--- config.mk ---
export PLATFORM = sky130hd
export DESIGN_NAME = shared_bus_responder_flat
export DESIGN_NICKNAME = d
export VERILOG_FILES = /design/src/rtl/shared_bus_responder_if.sv /design/src/rtl/shared_bus_responder.sv /design/src/flat_wrapper.sv
export SDC_FILE = /design/constraint.sdc
export NUM_CORES = 1
export LEC_CHECK = 0
export CAP_MARGIN = 0
export CORE_ASPECT_RATIO = 1.5
export CORE_MARGIN = 2
export CORE_UTILIZATION = 42
export CTS_CLUSTER_SIZE = 30
export DETAILED_ROUTE_END_ITERATION = 12
export PLACE_DENSITY = 0.8
export SETUP_SLACK_MARGIN = 0.15
export SYNTH_ARGS = -nofsm -noshare
export SYNTH_HDL_FRONTEND = slang
export SYNTH_SLANG_ARGS = --single-unit
--- constraint.sdc ---
create_clock -name CLK_6M -period 1.95 [get_ports CLK_6M]
set_input_delay 0.39 -clock CLK_6M [delete_from_list [all_inputs] [get_ports CLK_6M]]
set_output_delay 0.39 -clock CLK_6M [all_outputs]
set_load 0.02 [all_outputs]
--- src/rtl/shared_bus_responder_if.sv ---
// Shared bus responder signal bundle: CPU-side multiplexed bus,
// phase clocks, external RAM port and latch read-back.
interface shared_bus_responder_if #(
   parameter int ADDR_W = 13,
   parameter int DATA_W = 8
);
   logic              CLK_1H;
   logic              CLK_2H;
   logic              CLK_S2H;
   logic [ADDR_W-1:0] A;
   logic              nWE;
   logic              nLATCH0;
   logic              nLATCH1;
   logic [DATA_W-1:0] MDI;
   logic [DATA_W-1:0] SDI;
   logic [ADDR_W-1:0] RAM_A;
   logic [DATA_W-1:0] RAM_DI;
   logic [DATA_W-1:0] RAM_DO;
   logic              RAM_nCE;
   logic              RAM_nWE;
   logic              RAM_nOE;
   logic [DATA_W-1:0] DL0;
   logic [DATA_W-1:0] DL1;
   logic              DL0_SRC;
   logic              DL1_SRC;
   logic              DONE;

   modport slave (
      input  A, nWE, nLATCH0, nLATCH1, MDI, SDI, RAM_DO,
      output CLK_1H, CLK_2H, CLK_S2H,
      output RAM_A, RAM_DI, RAM_nCE, RAM_nWE, RAM_nOE,
      output DL0, DL1, DL0_SRC, DL1_SRC, DONE
   );

   modport master (
      output A, nWE, nLATCH0, nLATCH1, MDI, SDI, RAM_DO,
      input  CLK_1H, CLK_2H, CLK_S2H,
      input  RAM_A, RAM_DI, RAM_nCE, RAM_nWE, RAM_nOE,
      input  DL0, DL1, DL0_SRC, DL1_SRC, DONE
   );
endinterface

--- src/rtl/shared_bus_responder.sv ---
// Far-end responder of the time-multiplexed master/slave shared bus:
// phase clock generation, per-slot RAM access and latch read-back.
module shared_bus_responder #(
   parameter int ADDR_W = 13,
   parameter int DATA_W = 8
) (
   input logic                   CLK_6M,
   input logic                   nRST,
   shared_bus_responder_if.slave bus
);
   typedef enum logic [1:0] {
      PH_SADR = 2'd0,
      PH_SSTB = 2'd1,
      PH_MADR = 2'd2,
      PH_MSTB = 2'd3
   } ph_t;

   ph_t               r_ph;
   ph_t               w_ph_nxt;
   logic              r_run;
   logic [ADDR_W-1:0] r_a;
   logic [DATA_W-1:0] r_wd;
   logic [DATA_W-1:0] r_dl0;
   logic [DATA_W-1:0] r_dl1;
   logic              r_we;
   logic              r_l0;
   logic              r_l1;
   logic              r_slot;
   logic              r_act;
   logic              r_nce;
   logic              r_nwe;
   logic              r_noe;
   logic              r_src0;
   logic              r_src1;
   logic              r_done;
   logic              w_we;
   logic              w_l0;
   logic              w_l1;
   logic              w_act;
   logic              w_cap;
   logic              w_stb;
   logic              w_cmp;

   assign w_we  = ~bus.nWE;
   assign w_l0  = ~bus.nLATCH0;
   assign w_l1  = ~bus.nLATCH1;
   assign w_act = w_we | w_l0 | w_l1;
   assign w_cmp = w_stb & r_act;

   always_ff @(posedge CLK_6M or negedge nRST) begin
      if (!nRST) r_ph <= PH_SADR;
      else       r_ph <= w_ph_nxt;
   end

   // Captures are held off for the frame that starts at reset release.
   always_comb begin
      w_ph_nxt = r_ph;
      w_cap    = 1'b0;
      w_stb    = 1'b0;
      unique case (r_ph)
         PH_SADR: begin
            w_ph_nxt = PH_SSTB;
            w_cap    = r_run;
         end
         PH_SSTB: begin
            w_ph_nxt = PH_MADR;
            w_stb    = 1'b1;
         end
         PH_MADR: begin
            w_ph_nxt = PH_MSTB;
            w_cap    = r_run;
         end
         PH_MSTB: begin
            w_ph_nxt = PH_SADR;
            w_stb    = 1'b1;
         end
         default: w_ph_nxt = PH_SADR;
      endcase
   end

   always_ff @(posedge CLK_6M or negedge nRST) begin
      if (!nRST) begin
         r_run  <= 1'b0;
         r_a    <= '0;
         r_wd   <= '0;
         r_we   <= 1'b0;
         r_l0   <= 1'b0;
         r_l1   <= 1'b0;
         r_slot <= 1'b0;
         r_act  <= 1'b0;
      end else begin
         if (r_ph == PH_MSTB) r_run <= 1'b1;
         if (w_cap) begin
            r_a    <= bus.A;
            r_wd   <= r_ph[1] ? bus.MDI : bus.SDI;
            r_we   <= w_we;
            r_l0   <= w_l0;
            r_l1   <= w_l1;
            r_slot <= r_ph[1];
            r_act  <= w_act;
         end
      end
   end

   // Strobes are precomputed at capture so they are glitch-free registers.
   always_ff @(posedge CLK_6M or negedge nRST) begin
      if (!nRST) begin
         r_nce <= 1'b1;
         r_nwe <= 1'b1;
         r_noe <= 1'b1;
      end else if (w_cap) begin
         r_nce <= ~w_act;
         r_nwe <= ~w_we;
         r_noe <= w_we | ~(w_l0 | w_l1);
      end else begin
         r_nce <= 1'b1;
         r_nwe <= 1'b1;
         r_noe <= 1'b1;
      end
   end

   always_ff @(posedge CLK_6M or negedge nRST) begin
      if (!nRST) begin
         r_dl0  <= '0;
         r_dl1  <= '0;
         r_src0 <= 1'b0;
         r_src1 <= 1'b0;
         r_done <= 1'b0;
      end else begin
         r_done <= w_cmp;
         if (w_cmp && !r_we && r_l0) begin
            r_dl0  <= bus.RAM_DO;
            r_src0 <= r_slot;
         end
         if (w_cmp && !r_we && r_l1) begin
            r_dl1  <= bus.RAM_DO;
            r_src1 <= r_slot;
         end
      end
   end

   assign bus.CLK_1H  = r_ph[0];
   assign bus.CLK_2H  = r_ph[1];
   assign bus.CLK_S2H = r_ph[1];
   assign bus.RAM_A   = r_a;
   assign bus.RAM_DI  = r_wd;
   assign bus.RAM_nCE = r_nce;
   assign bus.RAM_nWE = r_nwe;
   assign bus.RAM_nOE = r_noe;
   assign bus.DL0     = r_dl0;
   assign bus.DL1     = r_dl1;
   assign bus.DL0_SRC = r_src0;
   assign bus.DL1_SRC = r_src1;
   assign bus.DONE    = r_done;
endmodule

--- src/flat_wrapper.sv ---
// flat-port wrapper written by rule: the top's interface ports become plain ports
module shared_bus_responder_flat 
#(
   parameter int ADDR_W = 13,
   parameter int DATA_W = 8
)
  (CLK_6M, nRST, bus_A, bus_nWE, bus_nLATCH0, bus_nLATCH1, bus_MDI, bus_SDI, bus_RAM_DO, bus_CLK_1H, bus_CLK_2H, bus_CLK_S2H, bus_RAM_A, bus_RAM_DI, bus_RAM_nCE, bus_RAM_nWE, bus_RAM_nOE, bus_DL0, bus_DL1, bus_DL0_SRC, bus_DL1_SRC, bus_DONE);
  shared_bus_responder_if #(.ADDR_W(ADDR_W), .DATA_W(DATA_W)) bus_i ();
  input logic CLK_6M;
  input logic nRST;
  input wire logic [$bits(bus_i.A)-1:0] bus_A;
  input wire logic [$bits(bus_i.nWE)-1:0] bus_nWE;
  input wire logic [$bits(bus_i.nLATCH0)-1:0] bus_nLATCH0;
  input wire logic [$bits(bus_i.nLATCH1)-1:0] bus_nLATCH1;
  input wire logic [$bits(bus_i.MDI)-1:0] bus_MDI;
  input wire logic [$bits(bus_i.SDI)-1:0] bus_SDI;
  input wire logic [$bits(bus_i.RAM_DO)-1:0] bus_RAM_DO;
  output wire logic [$bits(bus_i.CLK_1H)-1:0] bus_CLK_1H;
  output wire logic [$bits(bus_i.CLK_2H)-1:0] bus_CLK_2H;
  output wire logic [$bits(bus_i.CLK_S2H)-1:0] bus_CLK_S2H;
  output wire logic [$bits(bus_i.RAM_A)-1:0] bus_RAM_A;
  output wire logic [$bits(bus_i.RAM_DI)-1:0] bus_RAM_DI;
  output wire logic [$bits(bus_i.RAM_nCE)-1:0] bus_RAM_nCE;
  output wire logic [$bits(bus_i.RAM_nWE)-1:0] bus_RAM_nWE;
  output wire logic [$bits(bus_i.RAM_nOE)-1:0] bus_RAM_nOE;
  output wire logic [$bits(bus_i.DL0)-1:0] bus_DL0;
  output wire logic [$bits(bus_i.DL1)-1:0] bus_DL1;
  output wire logic [$bits(bus_i.DL0_SRC)-1:0] bus_DL0_SRC;
  output wire logic [$bits(bus_i.DL1_SRC)-1:0] bus_DL1_SRC;
  output wire logic [$bits(bus_i.DONE)-1:0] bus_DONE;
  assign bus_i.A = bus_A;
  assign bus_i.nWE = bus_nWE;
  assign bus_i.nLATCH0 = bus_nLATCH0;
  assign bus_i.nLATCH1 = bus_nLATCH1;
  assign bus_i.MDI = bus_MDI;
  assign bus_i.SDI = bus_SDI;
  assign bus_i.RAM_DO = bus_RAM_DO;
  assign bus_CLK_1H = bus_i.CLK_1H;
  assign bus_CLK_2H = bus_i.CLK_2H;
  assign bus_CLK_S2H = bus_i.CLK_S2H;
  assign bus_RAM_A = bus_i.RAM_A;
  assign bus_RAM_DI = bus_i.RAM_DI;
  assign bus_RAM_nCE = bus_i.RAM_nCE;
  assign bus_RAM_nWE = bus_i.RAM_nWE;
  assign bus_RAM_nOE = bus_i.RAM_nOE;
  assign bus_DL0 = bus_i.DL0;
  assign bus_DL1 = bus_i.DL1;
  assign bus_DL0_SRC = bus_i.DL0_SRC;
  assign bus_DL1_SRC = bus_i.DL1_SRC;
  assign bus_DONE = bus_i.DONE;
  shared_bus_responder #(.ADDR_W(ADDR_W), .DATA_W(DATA_W)) u_core (.CLK_6M(CLK_6M), .nRST(nRST), .bus(bus_i));
endmodule
# After elaboration in Yosys (flattened, before gate mapping)
# Cells that the tools add are included.
[op_classes] n_reduce_logical=7 n_bitwise=10 n_mux=7 n_eq_ne=3
[ops] operator="2-to-1 mux 8 bit" count=1
[ops] operator="case mux 2 bit (4 select lines)" count=1
[ops] operator="2-to-1 mux 1 bit" count=5
[ops] operator="NOT 1 bit" count=5
[ops] operator="== test 2 bit, second input constant" count=2
[ops] operator="OR 1 bit" count=4
[ops] operator="OR reduction 2 bit" count=2
[ops] operator="logical AND 1 bit" count=3
[ops] operator="== test 2 x 1 -> 1 bit, second input constant" count=1
[ops] operator="zero test 2 bit" count=1
[ops] operator="bitwise AND 1 bit" count=1
[ops] operator="zero test 1 bit" count=1
[word_totals] input_bits=42 regBits=51

# Longest topological paths before layout
# Gate-level depths: netlist (run 1).
[depth] depth_word=6 ltp_mapped=7 ltp_nobuf=5

# Least setup slack after synthesis (run 1)
# No wires, ideal clock.
[synth_timing] kind="register to register" start="register u_core.r_ph[1]" end="register u_core.r_a[5], in the netlist u_core.bus.RAM_A[5]" arrival_ns=1.798 setup_slack_ns=0.025 path_buffers=2 synth_period_minus_slack_ns=1.925 setup_time_ns=0.128 path_stages_with_launch=7 cell_sequence="dfrtp_1 buf_2 inv_1 ha_1 o21ai_1 buf_2 mux2_1"
[synth_via] elab_chain_len=3 word_cells_on_any_way=4 cone_classes="1 x eq/ne; 1 x mux; 2 x reduce/logical"
[synth_lines] element="from (decl)" line_no="shared_bus_responder.sv:18" source="ph_t r_ph;"
[synth_lines] element="from (signal assigned)" line_no="shared_bus_responder.sv:52" source="else r_ph <= w_ph_nxt;"
[synth_lines] element="== test 2 bit or zero test 2 bit (tied branches)" line_no="shared_bus_responder.sv:60" source="unique case (r_ph)"
[synth_lines] element="OR reduction 2 bit (no source line) *"
[synth_lines] element="2-to-1 mux 1 bit *" line_no="shared_bus_responder.sv:60"
[synth_lines] element="to (signal assigned)" line_no="shared_bus_responder.sv:94" source="r_a <= bus.A;"
[synth_lines] element="to (decl)" line_no="shared_bus_responder.sv:21" source="logic [ADDR_W-1:0] r_a;"
# Mark *: on every way between the ends. The rest lies on a longest branch, timed or not.
# A chain may end at the register's enable or synchronous reset.

# Final worst setup path (run 1)
[layout_timing] start="register u_core.r_ph[0]" end="output bus_CLK_1H"
[layout_rtl] element="to (decl)" line_no="flat_wrapper.sv:18" source="output wire logic [$bits(bus_i.CLK_1H)-1:0] bus_CLK_1H;"
# No word-level cell between the ends.

==> impl_metrics.ini, run 1 <==
[finish]
utilization = 0.6613
diodes = 0
fillers = 409
final_area_mm2 = 0.003181
nets = 281
regArea_mm2 = 0.001281
drive_above_1_share = 0.1745
area_delta_synth_final_pct = 51.58
multi_input_area_um2 = 749.5
fin_cells = 301

[clock_network]
clock-sinks = 51
htree_levels = 2
clockBufferDepth = 2
cts_buffers = 5
cts.clk_slew.worst_paths_ns = 0.09
clock_latency_ns = 0.30
root_buffer = clkbuf_8
postCtsSetupBuffers = 0
cts_tree = yes

[global_route]
grt_pass1_wl_um = 7231
grt_overflow = 0
grt_pass1_vias = 1501
grt_antenna_before_repair = 0
grt_max_degree = 41
grt_usage = 0.1778

[yosys]
synth_area_per_cell_um2 = 14.78
yosys_warnings = 0
synth_seq_cells = 51
yosysSeqAreaShare = 0.6100
synth_cell_types = 18
syn_nets = 189
synthCells = 142
syn_area_mm2 = 0.002098

[floorplan]
die-area_mm2 = 0.005589
coreArea_mm2 = 0.004810
fp.dieH_um = 90.57
ios = 88
rows = 31
start_util = 0.4363
die_x_um = 61.71

[detailed_routing]
route.detailed.drc = 0
drtPass1Iterations = 4
ant_nets = 0
vias = 1412
wl_per_cell_um = 14.57
viasPerCell = 4.691
wl_um = 4386
drtIter0Drc = 37

[timing]
setup_viol = 0
fmax_mhz = 579.3
whs_ns = 0.009244
setup_tns_ns = 0
period_minus_slack_ns = 1.726
max-slew-margin-rel = 0.7247
tightest_slew_ns = 0.4129
hold_viol = 0
rsz0062_at_grt = no
drv_slew = 0
fin_skew_ns = 0.004866
fin_crit_sh = 0.8852
setup_ws_ns = 0.2238

[worst_setup_path]
start_kind = register
crit_slowest_cell = clkdlybuf4s50_1
worstPathCellList = clkdlybuf4s50_1
cp_max_fo = 4
critPathTopFamily = buffers and inverters
end_kind = output port
crit_type = reg -> out
cp_data_required_time_ns = 1.56
arrival_ns = 1.34
slowest_delay_ns = 0.63
path_buf_inv = 1

[placement]
gp_congestion = 0.7197
dp_hpwl_um = 3366
dpl-instance-area_mm2 = 0.003052
dp.cells = 293
portBuffers = 87
dpl_worst_slack_ns = 0.2832

[pwr]
leakagePower_nw = 1.388
ir_drop_v = 0.0006019
p_total_mw = 2.584
power_density_mw_per_mm2 = 812.4

[status]
status = complete, no violations

[flow_run]
max_cap_viol_count = 0

[min_path]
hold_path.class = in -> async
-- synth_stat cells --
cell      count  area share
nor3b_2       2       0.012
inv_1         4      0.0072
ha_1          5       0.030
a31o_2        1      0.0042
dfrtp_1      48        0.57
mux2i_1       8       0.038
dfstp_2       3       0.038
buf_6         2       0.011
nand2b_1      1      0.0030
o21ai_1      12       0.029
a211o_1       1      0.0042
nand2_1      15       0.027
buf_4         2      0.0072
mux2_1       13       0.070
mux2_4       18        0.13
or2_1         2      0.0060
buf_2         4      0.0095
o21ai_2       1      0.0042
-- power breakdown --
group / switching (mW) / total (mW) / internal, mW
registers: 0.0554 / 1.20 / 1.15
clock network: 0.325 / 0.837 / 0.512
logic: 0.222 / 0.542 / 0.319
-- registers in the layout, summed over array words and instances, names as in the netlist --
register	flops
u_core.bus.DL0	8
u_core.r_l0	1
u_core.bus.RAM_nWE	1
u_core.r_we	1
u_core.bus.RAM_A	13
u_core.bus.RAM_DI	8
u_core.bus.DL1	8
u_core.bus.DL0_SRC	1
u_core.r_act	1
u_core.r_slot	1
u_core.bus.DL1_SRC	1
u_core.bus.RAM_nCE	1
u_core.bus.RAM_nOE	1
u_core.r_run	1
u_core.r_l1	1
u_core.r_ph	2
u_core.bus.DONE	1
-- layout make-up --
| type | instances | share of cell area |
|---|---|---|
| repair buffers | 93 | 0.2891 |
| inverters | 4 | 0.004721 |
| multi-input cells | 79 | 0.2356 |
| well taps | 66 | 0.02596 |
| clock inverters | 2 | 0.01888 |
| flip-flops and latches | 51 | 0.4028 |
| clock buffers | 6 | 0.02282 |
-- cells by family after synthesis --
logic type	after synthesis	share of synthesized area
AOI/OAI and AO/OA	15	0.04115
DFF	51	0.6100
and+or+nand+nor	20	0.04770
buffers and inverters	12	0.03458
muxes	39	0.2367
adders and majority gates	5	0.02982
-- placed cells by master, fill, tap and decap left out, types with 3 or more instances in the layout --
cell type / Yosys / layout
clkdlybuf4s50_1: 0 / 83
dfstp_2: 3 / 3
ha_1: 5 / 5
o21ai_1: 12 / 11
clkbuf_8: 0 / 5
inv_1: 4 / 4
mux2i_1: 8 / 8
dlygate4sd2_1: 0 / 3
buf_4: 2 / 5
dfrtp_1: 48 / 47
nand2_1: 15 / 15
mux2_1: 13 / 13
mux2_4: 18 / 18
-- path summary, 6_finish.rpt --
path,cells past startpoint,end,start,slack (ns)
max in group asynchronous,2,u_core.bus.RAM_A[10]$_DFFE_PN0P_,nRST,1.37
min in group CLK_6M,2,u_core.bus.RAM_DI[2]$_DFFE_PN0P_,u_core.bus.RAM_DI[2]$_DFFE_PN0P_,0.49
min reg2reg,2,u_core.bus.RAM_DI[2]$_DFFE_PN0P_,u_core.bus.RAM_DI[2]$_DFFE_PN0P_,0.49
max reg2reg,6,u_core.bus.DL0[2]$_DFFE_PN0P_,u_core.r_ph[1]$_DFF_PN0_,0.27
max,1,bus_CLK_1H,u_core.r_ph[0]$_DFF_PN0_,0.22
min,1,u_core.bus.RAM_DI[4]$_DFFE_PN0P_,nRST,0.009
-- timing repair --
action | in CTS | in global routing
setup endpoints to repair | 3 | 0
resized for setup | 3 | 0
hold buffers | 0 | 0
-- per-layer routing --
metal | part of all wire | vias up | GRT usage
met3 | 0.074 | 4 | 0.06017
li1 | - | 663 | -
met4 | 0.013 | 0 | 0.05851
met5 | 0 | - | 0
met2 | 0.55 | 55 | 0.3044
met1 | 0.36 | 690 | 0.1981
No activity file was read; power rests on OpenSTA's default activity.
==> run 2, diff against run 1 <==
Settings changed: SLEW_MARGIN set to 20.
==> results of run 2 <==
No change in the layout: final DEF, timing and power equal those of run 1.
==> run 3, diff against run 2 <==
Settings changed: CORE_ASPECT_RATIO 1.5 to 1.2, CTS_CLUSTER_SIZE 30 to unset.
==> impl_metrics.ini, run 3 (synthesis results as in run 1) <==
[status]
status = complete, no violations

[finish]
final_common_cell = clkdlybuf4s50_1
largest_reg_flops = 13
fin_cells = 295
drive_above_1_share = 0.1787
mostFrequentLayoutCells = clkdlybuf4s50_1 (82), dfrtp_1 (47), mux2_4 (18)
area_delta_synth_final_pct = 49.73
nets = 281
diodes = 0

[clock_network]
clock_latency_ns = 0.31
clockBufferDepth = 2
htree_levels = 2
cts.clk_slew.worst_paths_ns = 0.10
clock-sinks = 51
cts_tree = yes
root_buffer = clkbuf_8
hold_buffers = 0
cts_buffers = 5

[timing]
rsz0062_at_grt = no
drv_slew = 0
whs_ns = 0.06371
fmax_mhz = 577.9
tightest_slew_ns = 0.3386
setup_viol = 0
setup_tns_ns = 0
fin_skew_ns = 0.01007
fin_crit_sh = 0.8874
hold_viol = 0
max-slew-margin-rel = 0.7743
period_minus_slack_ns = 1.730
setup_ws_ns = 0.2195

[detailed_routing]
ant_nets = 0
vias = 1385
drtIter0Drc = 58
wl_per_cell_um = 14.69
route.detailed.drc = 0
drtPass1Iterations = 4
wl_um = 4335
viasPerCell = 4.695

[placement]
dp.cells = 287
dp_hpwl_um = 3350
gp_congestion = 0.7509
dpl_worst_slack_ns = 0.2812
portBuffers = 87

[floorplan]
coreArea_mm2 = 0.004870
die-area_mm2 = 0.005580
fp.dieH_um = 81.43
ios = 88
rows = 28
start_util = 0.4309
die_x_um = 68.53

[worst_setup_path]
cp_max_fo = 6
slowest_delay_ns = 0.62
crit_type = reg -> out
start_kind = register
arrival_ns = 1.34
critPathTopFamily = buffers and inverters
crit_slowest_cell = clkdlybuf4s50_1
cp_data_required_time_ns = 1.56
end_kind = output port
path_buf_inv = 1
worstPathCellList = clkdlybuf4s50_1

[pwr]
power_density_mw_per_mm2 = 758.3
leakagePower_nw = 1.373
ir_drop_v = 0.0005327
p_total_mw = 2.382

[global_route]
grt_usage = 0.1682
grt_max_degree = 41
grt_pass1_vias = 1408
grt_antenna_before_repair = 0
grt_pass1_wl_um = 6803
grt_overflow = 0

[flow_run]
max_cap_viol_count = 0

[min_path]
hold_path.class = in -> async
[run 3: stage by stage]
step	utilization	cell area, µm²
2_1_floorplan	-	2102
3_3_place_gp	0.6251	3044
3_5_place_dp	0.6251	3044
4_1_cts	0.6439	3136
5_1_grt	0.6452	3142
6_report	0.6452	3142
[run 3: final timing paths]
path | from | endpoint | slack [ns] | depth (start not counted)
setup / recovery | u_core.r_ph[1]$_DFF_PN0_ | bus_CLK_S2H | 0.22 | 1
hold / removal | nRST | u_core.r_we$_DFFE_PN0P_ | 0.06 | 2
setup reg to reg | u_core.r_ph[1]$_DFF_PN0_ | u_core.bus.DL1[5]$_DFFE_PN0P_ | 0.29 | 6
hold reg to reg | u_core.bus.RAM_DI[5]$_DFFE_PN0P_ | u_core.bus.RAM_DI[5]$_DFFE_PN0P_ | 0.49 | 2
max in group asynchronous | nRST | u_core.bus.RAM_nWE$_DFF_PN1_ | 1.60 | 2
min in group CLK_6M | u_core.bus.RAM_DI[5]$_DFFE_PN0P_ | u_core.bus.RAM_DI[5]$_DFFE_PN0P_ | 0.49 | 2
[run 3: routing by layer]
layer | GRT usage | share of wire
met1 | 0.2153 | 0.42
met2 | 0.2673 | 0.50
met3 | 0.05205 | 0.066
met4 | 0.06000 | 0.015
met5 | 0 | 0
[run 3: area by class of cell]
type	count	area [µm²]
fillers	408	1728
clock buffers	5	68.82
repair buffers	93	925.9
well taps	60	75.07
clock inverters	3	26.28
multi-input cells	79	749.5
inverters	4	15.01
flip-flops and latches	51	1281
[run 3: timing repair]
item,in CTS,in global routing
setup buffers,0,0
resized for setup,3,2
setup endpoints to repair,3,2
[run 3: power breakdown]
| group | internal (mW) | switching, mW | total (mW) |
|---|---|---|---|
| Combinational | 0.320 | 0.218 | 0.538 |
| Clock | 0.265 | 0.371 | 0.636 |
| Sequential | 1.15 | 0.0586 | 1.21 |
| Total | 1.73 | 0.648 | 2.38 |
